[src/rtl/vga_pkg.sv]
// Shared VGA constants and types for the draw pipeline stages.
package vga_pkg;

  localparam int H_ACTIVE = 1024;
  localparam int V_ACTIVE = 768;

  localparam int HCNT_W = 11;
  localparam int VCNT_W = 10;
  localparam int RGB_W  = 12;

  localparam logic [RGB_W-1:0] RGB_BLACK      = 12'h000;
  localparam logic [RGB_W-1:0] RGB_TANK_GREEN = 12'h080;

  // Movement sequencer: idle until a frame tick, then one cycle per axis.
  typedef enum logic [1:0] {
    WAIT_FRAME = 2'd0,
    STEP_X     = 2'd1,
    STEP_Y     = 2'd2
  } move_state_t;

endpackage

[src/rtl/tank_move_fsm.sv]
// Per-frame tank movement: detects the vblank rising edge, samples the
// direction inputs on that tick, then updates x and y (one cycle each)
// with clamping so the rectangle always stays inside the visible area.
module tank_move_fsm
  import vga_pkg::*;
#(
  parameter int RECT_W = 32,
  parameter int RECT_H = 32,
  parameter int STEP   = 2,
  parameter int X_INIT = 496,
  parameter int Y_INIT = 368
) (
  input  logic              clk,
  input  logic              rst_n,
  input  logic              vblnk_in,
  input  logic              dir_up,
  input  logic              dir_down,
  input  logic              dir_left,
  input  logic              dir_right,
  output logic [HCNT_W-1:0] xpos,
  output logic [VCNT_W-1:0] ypos
);

  // One extra bit so underflow/overflow show up instead of wrapping.
  localparam int XW = HCNT_W + 1;
  localparam int YW = VCNT_W + 1;

  localparam logic [XW-1:0] X_MAX    = XW'(H_ACTIVE - RECT_W);
  localparam logic [YW-1:0] Y_MAX    = YW'(V_ACTIVE - RECT_H);
  localparam logic [XW-1:0] X_STRIDE = XW'(STEP);
  localparam logic [YW-1:0] Y_STRIDE = YW'(STEP);

  move_state_t state;

  logic vblnk_q;
  logic armed;
  logic frame_tick;

  logic up_q, down_q, left_q, right_q;

  logic [XW-1:0]     x_ext, x_dec, x_inc;
  logic [YW-1:0]     y_ext, y_dec, y_inc;
  logic [HCNT_W-1:0] x_next;
  logic [VCNT_W-1:0] y_next;

  // 'armed' blocks a tick until vblank has been seen low after reset,
  // so a vblank already high at release is not mistaken for an edge.
  assign frame_tick = vblnk_in & ~vblnk_q & armed;

  // Vblank edge detector state.
  always_ff @(posedge clk or negedge rst_n) begin
    if (!rst_n) begin
      vblnk_q <= 1'b0;
      armed   <= 1'b0;
    end else begin
      vblnk_q <= vblnk_in;
      armed   <= armed | ~vblnk_in;
    end
  end

  // Clamped candidate positions from the sampled directions.
  always_comb begin
    x_ext  = {1'b0, xpos};
    y_ext  = {1'b0, ypos};
    x_dec  = x_ext - X_STRIDE;
    x_inc  = x_ext + X_STRIDE;
    y_dec  = y_ext - Y_STRIDE;
    y_inc  = y_ext + Y_STRIDE;
    x_next = xpos;
    y_next = ypos;
    if (left_q && !right_q) begin
      x_next = x_dec[XW-1] ? '0 : x_dec[HCNT_W-1:0];
    end else if (right_q && !left_q) begin
      x_next = (x_inc > X_MAX) ? X_MAX[HCNT_W-1:0] : x_inc[HCNT_W-1:0];
    end
    if (up_q && !down_q) begin
      y_next = y_dec[YW-1] ? '0 : y_dec[VCNT_W-1:0];
    end else if (down_q && !up_q) begin
      y_next = (y_inc > Y_MAX) ? Y_MAX[VCNT_W-1:0] : y_inc[VCNT_W-1:0];
    end
  end

  // Movement sequencer with direction sampling and position registers.
  always_ff @(posedge clk or negedge rst_n) begin
    if (!rst_n) begin
      state   <= WAIT_FRAME;
      up_q    <= 1'b0;
      down_q  <= 1'b0;
      left_q  <= 1'b0;
      right_q <= 1'b0;
      xpos    <= HCNT_W'(X_INIT);
      ypos    <= VCNT_W'(Y_INIT);
    end else begin
      case (state)
        WAIT_FRAME: begin
          if (frame_tick) begin
            up_q    <= dir_up;
            down_q  <= dir_down;
            left_q  <= dir_left;
            right_q <= dir_right;
            state   <= STEP_X;
          end
        end
        STEP_X: begin
          xpos  <= x_next;
          state <= STEP_Y;
        end
        STEP_Y: begin
          ypos  <= y_next;
          state <= WAIT_FRAME;
        end
        default: state <= WAIT_FRAME;
      endcase
    end
  end

endmodule

[src/rtl/draw_tank.sv]
// Overlays a solid tank rectangle onto the background pixel stream and
// re-emits the timing bus delayed by the same two cycles as the RGB path.
module draw_tank
  import vga_pkg::*;
#(
  parameter int               RECT_W = 32,
  parameter int               RECT_H = 32,
  parameter int               STEP   = 2,
  parameter logic [RGB_W-1:0] COLOR  = RGB_TANK_GREEN,
  parameter int               X_INIT = 496,
  parameter int               Y_INIT = 368
) (
  input  logic              clk,
  input  logic              rst_n,
  input  logic [HCNT_W-1:0] hcount_in,
  input  logic [VCNT_W-1:0] vcount_in,
  input  logic              hsync_in,
  input  logic              vsync_in,
  input  logic              hblnk_in,
  input  logic              vblnk_in,
  input  logic [RGB_W-1:0]  rgb_in,
  input  logic              dir_up,
  input  logic              dir_down,
  input  logic              dir_left,
  input  logic              dir_right,
  output logic [HCNT_W-1:0] hcount_out,
  output logic [VCNT_W-1:0] vcount_out,
  output logic              hsync_out,
  output logic              vsync_out,
  output logic              hblnk_out,
  output logic              vblnk_out,
  output logic [RGB_W-1:0]  rgb_out,
  output logic [HCNT_W-1:0] xpos_out,
  output logic [VCNT_W-1:0] ypos_out
);

  localparam int XW = HCNT_W + 1;
  localparam int YW = VCNT_W + 1;

  logic [HCNT_W-1:0] hcount_s1;
  logic [VCNT_W-1:0] vcount_s1;
  logic              hsync_s1, vsync_s1, hblnk_s1, vblnk_s1;
  logic [RGB_W-1:0]  rgb_s1;
  logic              hit_s1;

  logic [XW-1:0] h_ext, x_lo, x_hi;
  logic [YW-1:0] v_ext, y_lo, y_hi;
  logic          hit;

  tank_move_fsm #(
    .RECT_W (RECT_W),
    .RECT_H (RECT_H),
    .STEP   (STEP),
    .X_INIT (X_INIT),
    .Y_INIT (Y_INIT)
  ) u_move (
    .clk       (clk),
    .rst_n     (rst_n),
    .vblnk_in  (vblnk_in),
    .dir_up    (dir_up),
    .dir_down  (dir_down),
    .dir_left  (dir_left),
    .dir_right (dir_right),
    .xpos      (xpos_out),
    .ypos      (ypos_out)
  );

  // Rectangle hit test at extended width so x+RECT_W cannot wrap.
  always_comb begin
    h_ext = {1'b0, hcount_in};
    v_ext = {1'b0, vcount_in};
    x_lo  = {1'b0, xpos_out};
    y_lo  = {1'b0, ypos_out};
    x_hi  = x_lo + XW'(RECT_W);
    y_hi  = y_lo + YW'(RECT_H);
    hit   = !hblnk_in && !vblnk_in &&
            (h_ext >= x_lo) && (h_ext < x_hi) &&
            (v_ext >= y_lo) && (v_ext < y_hi);
  end

  // Stage 1: register the timing bus, background pixel and hit flag.
  always_ff @(posedge clk or negedge rst_n) begin
    if (!rst_n) begin
      hcount_s1 <= '0;
      vcount_s1 <= '0;
      hsync_s1  <= 1'b0;
      vsync_s1  <= 1'b0;
      hblnk_s1  <= 1'b0;
      vblnk_s1  <= 1'b0;
      rgb_s1    <= '0;
      hit_s1    <= 1'b0;
    end else begin
      hcount_s1 <= hcount_in;
      vcount_s1 <= vcount_in;
      hsync_s1  <= hsync_in;
      vsync_s1  <= vsync_in;
      hblnk_s1  <= hblnk_in;
      vblnk_s1  <= vblnk_in;
      rgb_s1    <= rgb_in;
      hit_s1    <= hit;
    end
  end

  // Stage 2: output registers with blanking/tank/background selection.
  always_ff @(posedge clk or negedge rst_n) begin
    if (!rst_n) begin
      hcount_out <= '0;
      vcount_out <= '0;
      hsync_out  <= 1'b0;
      vsync_out  <= 1'b0;
      hblnk_out  <= 1'b0;
      vblnk_out  <= 1'b0;
      rgb_out    <= RGB_BLACK;
    end else begin
      hcount_out <= hcount_s1;
      vcount_out <= vcount_s1;
      hsync_out  <= hsync_s1;
      vsync_out  <= vsync_s1;
      hblnk_out  <= hblnk_s1;
      vblnk_out  <= vblnk_s1;
      if (hblnk_s1 || vblnk_s1) begin
        rgb_out <= RGB_BLACK;
      end else if (hit_s1) begin
        rgb_out <= COLOR;
      end else begin
        rgb_out <= rgb_s1;
      end
    end
  end

endmodule

[config.mk]
export PLATFORM = sky130hd
export DESIGN_NAME = draw_tank
export DESIGN_NICKNAME = d
export VERILOG_FILES = /design/src/rtl/vga_pkg.sv /design/src/rtl/tank_move_fsm.sv /design/src/rtl/draw_tank.sv
export SDC_FILE = /design/constraint.sdc
export NUM_CORES = 1
export LEC_CHECK = 0
export BUFFER_PORTS_ARGS = -buffer_cell sky130_fd_sc_hd__buf_2
export CAP_MARGIN = 0
export CORE_MARGIN = 2
export CORE_UTILIZATION = 28
export CTS_BUF_LIST = sky130_fd_sc_hd__clkbuf_2
export DETAILED_ROUTE_END_ITERATION = 8
export GPL_TIMING_DRIVEN = 0
export REMOVE_ABC_BUFFERS = 1
export SETUP_SLACK_MARGIN = 0.02
export SLEW_MARGIN = 20
export SYNTH_ARGS = -nofsm -noshare
export SYNTH_HDL_FRONTEND = slang
export SYNTH_HIERARCHICAL = 1
export SYNTH_SLANG_ARGS = --single-unit
[constraint.sdc]
create_clock -name clk -period 7.62 [get_ports clk]
set_clock_uncertainty 0.1 [all_clocks]
set_input_delay 0 -clock clk [delete_from_list [all_inputs] [get_ports clk]]
set_output_delay 0 -clock clk [all_outputs]
set_load 0.1 [all_outputs]
# ---- Word-level counts from Yosys, hierarchy flattened
# Cells that the tools add are included.
dict set report classes {
  n_mux 12
  eq_ne 3
  bitwise_logic 5
  n_lt_le_gt_ge 6
  addsub 6
  reduce_logical 22
}
# cell n
set op_table {}
lappend op_table {{two-way mux 11 bit} 4}
lappend op_table {{two-way mux 10 bit} 4}
lappend op_table {{two-way mux 12 bit} 2}
lappend op_table {{adder 11 x 2 -> 12 bit (second input constant)} 1}
lappend op_table {{adder 11 x 6 -> 12 bit (second input constant)} 1}
lappend op_table {{greater-than comparator 12 x 10 -> 1 bit (second input constant)} 1}
lappend op_table {{< comparator 11 x 12 -> 1 bit} 1}
lappend op_table {{subtractor 11 x 2 -> 12 bit (second input constant)} 1}
lappend op_table {{adder 10 x 2 -> 11 bit (second input constant)} 1}
lappend op_table {{adder 10 x 6 -> 11 bit (second input constant)} 1}
lappend op_table {{>= comparator 11 bit} 1}
lappend op_table {{greater-than comparator 11 x 10 -> 1 bit (second input constant)} 1}
lappend op_table {{< comparator 10 x 11 -> 1 bit} 1}
lappend op_table {{subtractor 10 x 2 -> 11 bit (second input constant)} 1}
lappend op_table {{>= comparator 10 bit} 1}
lappend op_table {{logical AND 1 bit} 9}
lappend op_table {{logical NOT 1 bit} 6}
lappend op_table {{AND reduction 2 bit} 3}
lappend op_table {{case mux 2 bit (2 select lines)} 1}
lappend op_table {{nonzero test 2 bit} 2}
lappend op_table {{AND 1 bit} 2}
lappend op_table {{equality test 2 x 1 -> 1 bit (second input constant)} 1}
lappend op_table {{equality test 2 bit (second input constant)} 1}
lappend op_table {{logical NOT 2 bit} 1}
lappend op_table {{other kinds (5)} 6}
dict set report word_totals {
  register_bits 103
  out_inout_bits 58
}

# ---- Logic depth before layout (Yosys ltp)
dict set report depth {
  ltp_word 6
  mapped_depth 9
  ltp_nobuf 9
}

# ---- Modules after synthesis
# The synthesis kept the hierarchy.
# mod area_per_inst_um2 seq_area_each_um2 instances cells_each
set by_module_without_submodules {}
lappend by_module_without_submodules {draw_tank 2924.1 1876.8 1 216}
lappend by_module_without_submodules {tank_move_fsm 2135.8 686.9 1 273}

# ---- Worst setup path before layout
# Ideal clock, no wire load.
dict set report synth_path {
  kind {reg-to-reg}
  startpoint {register u_move.xpos[2]}
  endpoint {register u_move.xpos[8]}
  path_buffers 1
  slack_ns 4.365
  required_time_ns 7.448
  path_stages_with_launch 10
  arrival_ns 3.083
  period_less_slack_ns 3.255
  cell_sequence {dfrtp_1 clkbuf_1 inv_1 ha_1 nor4b_1 a41o_1 or2_1 or3_1 or4_1 o21ai_1}
}
dict set report synth_between {
  elab_chain_len 5
  word_cells_on_any_way 7
}
# item line
set synth_rtl {}
lappend synth_rtl {{from (decl)} tank_move_fsm.sv:20} ;# output logic [HCNT_W-1:0] xpos,
lappend synth_rtl {{from (signal assigned)} tank_move_fsm.sv:91} ;# xpos <= HCNT_W'(X_INIT);
lappend synth_rtl {{from (signal assigned)} tank_move_fsm.sv:105} ;# xpos <= x_next;
lappend synth_rtl {{adder 11 x 2 -> 12 bit} tank_move_fsm.sv:66} ;# x_inc = x_ext + X_STRIDE;
lappend synth_rtl {{greater-than comparator 12 x 10 -> 1 bit} tank_move_fsm.sv:74} ;# x_next = (x_inc > X_MAX) ? X_MAX[HCNT_W-1:0] : x_inc[HCNT_W-1:0];
lappend synth_rtl {{two-way mux 11 bit} tank_move_fsm.sv:74}
lappend synth_rtl {{two-way mux 11 bit} tank_move_fsm.sv:73} ;# end else if (right_q && !left_q) begin
lappend synth_rtl {{two-way mux 11 bit *} tank_move_fsm.sv:71} ;# if (left_q && !right_q) begin
# Every way passes the cells marked *; elsewhere a longest branch is shown, timed or not. The select of a mux whose other input is x is not followed.
# A chain may end at the register's enable or synchronous reset.

# ---- Final worst setup path
dict set report layout_path {
  startpoint {register u_move.xpos[1]}
  endpoint {register u_move.xpos[8]}
}
# The elaborated chain is that of the path after synthesis.

==> impl_metrics.csv <==
group,metric,value,unit
status,status,"finished, final reports clean",
worst_setup_path,critPathRequiredTime,8.08,ns
die,io_pins,101,
worst_setup_path,arrival,3.31,ns
synthesis,synth.ff_latch_count,102,
timing,period_minus_slack,2.856,ns
drt,first_pass_iters,5,
job,max-cap-violations,0,
pwr,total_power,1.805,mW
drt,vias_per_cell,4.827,
synthesis,ys_seq_area_frac,0.5067,
drt,via_count,4315,
clocking,path_clk_slew,0.27,ns
worst_setup_path,endpoint_kind,"flip-flop",
worst_setup_path,path_class,"flip-flop to flip-flop",
clocking,clock-sinks,102,
timing,slew_headroom,0.3626,
finish,final_cells,894,
timing,setup_viol_count_final,0,
worst_setup_path,path_max_fanout,12,
synthesis,synth-simple-area-share,0.1558,
drt,avgRoutedWirePerCell,13.66,µm
timing,finalCritPeriodShare,0.3747,
timing,tightest_slew,0.9474,ns
finish,post_route_cells_drive_above_1_share,0.2003,
hold_path,holdPathStages,3,
timing,whs,0.07149,ns
drt,antenna_left,0,
place,io_buffers,98,
die,rows,49,
worst_setup_path,start_kind,"flip-flop",
synthesis,synth_top_flop_cell,"dfrtp_1",
pwr,ir_worst_vdd,163.2,µV
synthesis,netlist_area,0.005060,mm²
die,start_util,0.2836,
synthesis,syn_inst,489,
clocking,cts_root_buf,"clkbuf_2",
timing,finalMaxSlewViolations,0,
global_route,grt_util_all_layers,0.1295,
synthesis,syn_avg_cell_area,10.35,µm²
die,die_w,138.4,µm
hold_path,hold_class,"primary input to flip-flop",
synthesis,synth_cell_type_count,61,
global_route,antenna_found_initial,1,
die,die_h,138.4,µm
global_route,grt_max_degree,70,
pwr,powerDensity,268.2,mW/mm²
synthesis,synth_xor_area_frac,0.01731,
worst_setup_path,rr_worst_depth,8,
hold_path,whs_endpoint,"u_move/left_q",
synthesis,synth_compound_area_frac,0.1558,
timing,tns,0,ns
synthesis,synth_fa_ha_area_frac,0.09891,
timing,rsz0062_at_grt,"no",
clocking,cts_tree,"yes",
finish,area_delta_synth_final,32.99,%
hold_path,hp-start,"dir_left",
finish,fin_nets,742,
timing,hold_viol_final,0,
global_route,grt_pass1_wl,20360,µm
drt,routed_wl,12210,µm
pwr,power.static_leakage,3.029,nW
worst_setup_path,r2r_slack,4.76,ns
drt,drcViolationCount,0,
clocking,cts_setup_buffers,0,
place,dp.cells,793,
worst_setup_path,reg2reg_to,"u_move/xpos[8]",
global_route,grt_pass1_vias,4079,
clocking,cts_buffer_depth,2,
place,gp_congestion,0.7854,
synthesis,synthArstFlopShare,1.000,
die,core-area,0.01784,mm²
synthesis,muxShareOfSynthArea,0.01459,
global_route,grt_overflow_total,0,
synthesis,yosysWarnings,6,
finish,finish.utilization,0.3772,
clocking,insertion_delay,0.61,ns
clocking,h-tree-depth,3,
clocking,cts_made_buffers,9,
synthesis,synth_edf_count,0,
synthesis,synth_top_family_by_area,"simple AND/OR/NAND/NOR gates",
place,post-dp-hpwl,8212,µm
drt,first_iter_violations,248,
timing,max_clock_freq,350.2,MHz
die,die_area,0.01916,mm²
worst_setup_path,rr_startpoint,"u_move/xpos[1]",
-- worst max path at each step --
stage	startpoint	to	slack, ns
final	u_move/xpos[1]	u_move/xpos[8]	4.76
after global routing	u_move/xpos[1]	u_move/xpos[8]	4.60
after CTS	u_move/xpos[2]	u_move/xpos[8]	4.81
after detailed placement	u_move/xpos[1]	u_move/xpos[8]	4.84
after global placement	u_move/xpos[1]	u_move/xpos[8]	4.83
after floorplan	u_move/xpos[1]	u_move/xpos[8]	4.41
-- synth_stat cells, types with 2 or more instances --
| library cell | instances | area (µm²) |
|---|---|---|
| nand4_1 | 7 | 43.79 |
| xnor2_1 | 10 | 87.58 |
| buf_2 | 7 | 35.03 |
| o311a_1 | 2 | 20.02 |
| nor2_1 | 23 | 86.33 |
| a22oi_1 | 2 | 15.01 |
| or4_1 | 4 | 30.03 |
| o21a_1 | 3 | 22.52 |
| buf_4 | 3 | 22.52 |
| o31ai_1 | 9 | 67.56 |
| ha_1 | 40 | 500.5 |
| mux2_2 | 3 | 33.78 |
| nor4_1 | 5 | 31.28 |
| nor2b_1 | 3 | 18.77 |
| o221ai_1 | 3 | 26.28 |
| inv_1 | 37 | 138.9 |
| a22o_1 | 2 | 17.52 |
| dfstp_2 | 9 | 236.5 |
| o22ai_1 | 5 | 31.28 |
| a21o_1 | 6 | 45.04 |
| mux2i_1 | 4 | 40.04 |
| nand3_1 | 22 | 110.1 |
| and2_1 | 11 | 68.82 |
| o21ai_0 | 28 | 140.1 |
| nand3b_1 | 2 | 15.01 |
| and3_1 | 4 | 25.02 |
| o2111ai_1 | 2 | 17.52 |
| a41oi_1 | 2 | 17.52 |
| clkbuf_1 | 14 | 52.55 |
| or3b_2 | 3 | 26.28 |
| nor3b_1 | 3 | 22.52 |
| o21ai_1 | 2 | 10.01 |
| a21oi_1 | 28 | 140.1 |
| nand2_1 | 24 | 90.09 |
| nand2b_1 | 11 | 68.82 |
| a211o_1 | 3 | 26.28 |
| a31oi_1 | 7 | 43.79 |
| nor3_1 | 16 | 80.08 |
| dfrtp_1 | 93 | 2327 |
| o211ai_1 | 6 | 45.04 |
-- layout by cell type (no fill, tap or decap), types with 4 or more instances in the layout --
cell type       n
or4_1           4
xnor2_1        10
nand2_1        24
nand3_1        22
dfstp_2         9
and2_1         11
nor4_1          5
ha_1           40
buf_2          97
o31ai_1         9
a21oi_1        28
nor2_1         23
mux2i_1         4
nand2b_1       11
nand4_1         7
o211ai_1        6
inv_1          37
nor3_1         16
clkbuf_2       11
a31oi_1         7
o21ai_0        28
dlygate4sd3_1  83
dfrtp_1        93
o22ai_1         5
a21o_1          6
and3_1          4
-- power by group --
group | internal, mW | switching [mW]
Combinational | 0.254 | 0.565
Clock | 0.0795 | 0.181
Sequential | 0.604 | 0.122
Total | 0.937 | 0.867
-- per-layer routing --
layer | wire length, µm | GRT usage
met5 | 0 | 0
met4 | 274 | 0.06069
met3 | 607 | 0.02217
met2 | 5745 | 0.2032
met1 | 5586 | 0.1749
-- per-stage QoR --
step	instance area, µm²	worst slack, ns
floorplan	4949	4.408
detailed placement	5764	4.841
CTS	6726	4.809
global placement	5725	4.832
global route	6729	4.600
finish	6729	4.764
-- state kept, by name, summed over array words and instances (netlist names), 2 cells and up --
register	flops
u_move/xpos	10
hcount_s1	11
u_move/ypos	9
vcount_s1	10
vcount_out	10
rgb_out	12
hcount_out	11
u_move/state	2
rgb_s1	12
-- worst max-delay path, stage by stage (launching register included) --
cell,delay (ns)
dfrtp_1,0.64
inv_1,0.15
ha_1,0.26
nor4b_1,0.20
a41o_1,0.35
or2_1,0.26
or3_1,0.37
or4_1,0.42
o21ai_1,0.09
-- cells by family (layout without fill, tap and decap cells) --
| logic type | Yosys count | after routing |
|---|---|---|
| xor+xnor | 10 | 10 |
| compound gates | 121 | 121 |
| simple gates | 146 | 146 |
| flops | 102 | 102 |
| mux | 7 | 7 |
| other cells | 1 | 3 |
| buf+inv | 62 | 236 |
| fa+ha+maj | 40 | 40 |
-- layout make-up --
type,instances,area [µm²]
Tap cell,229,286.5
Inverter,37,138.9
Multi-Input combinational cell,326,2251
Clock buffer,11,55.05
Clock inverter,5,56.30
Sequential cell,102,2564
Timing Repair Buffer,183,1375
Antenna cell,1,2.502
Fill cell,1762,11110
-- what timing repair did --
action / 4_1_cts / 5_1_grt
gates resized for setup: 0 / 0
endpoints found under the hold margin: 147 / 0
hold buffers: 84 / 0
(Power assumes the default switching activity.)
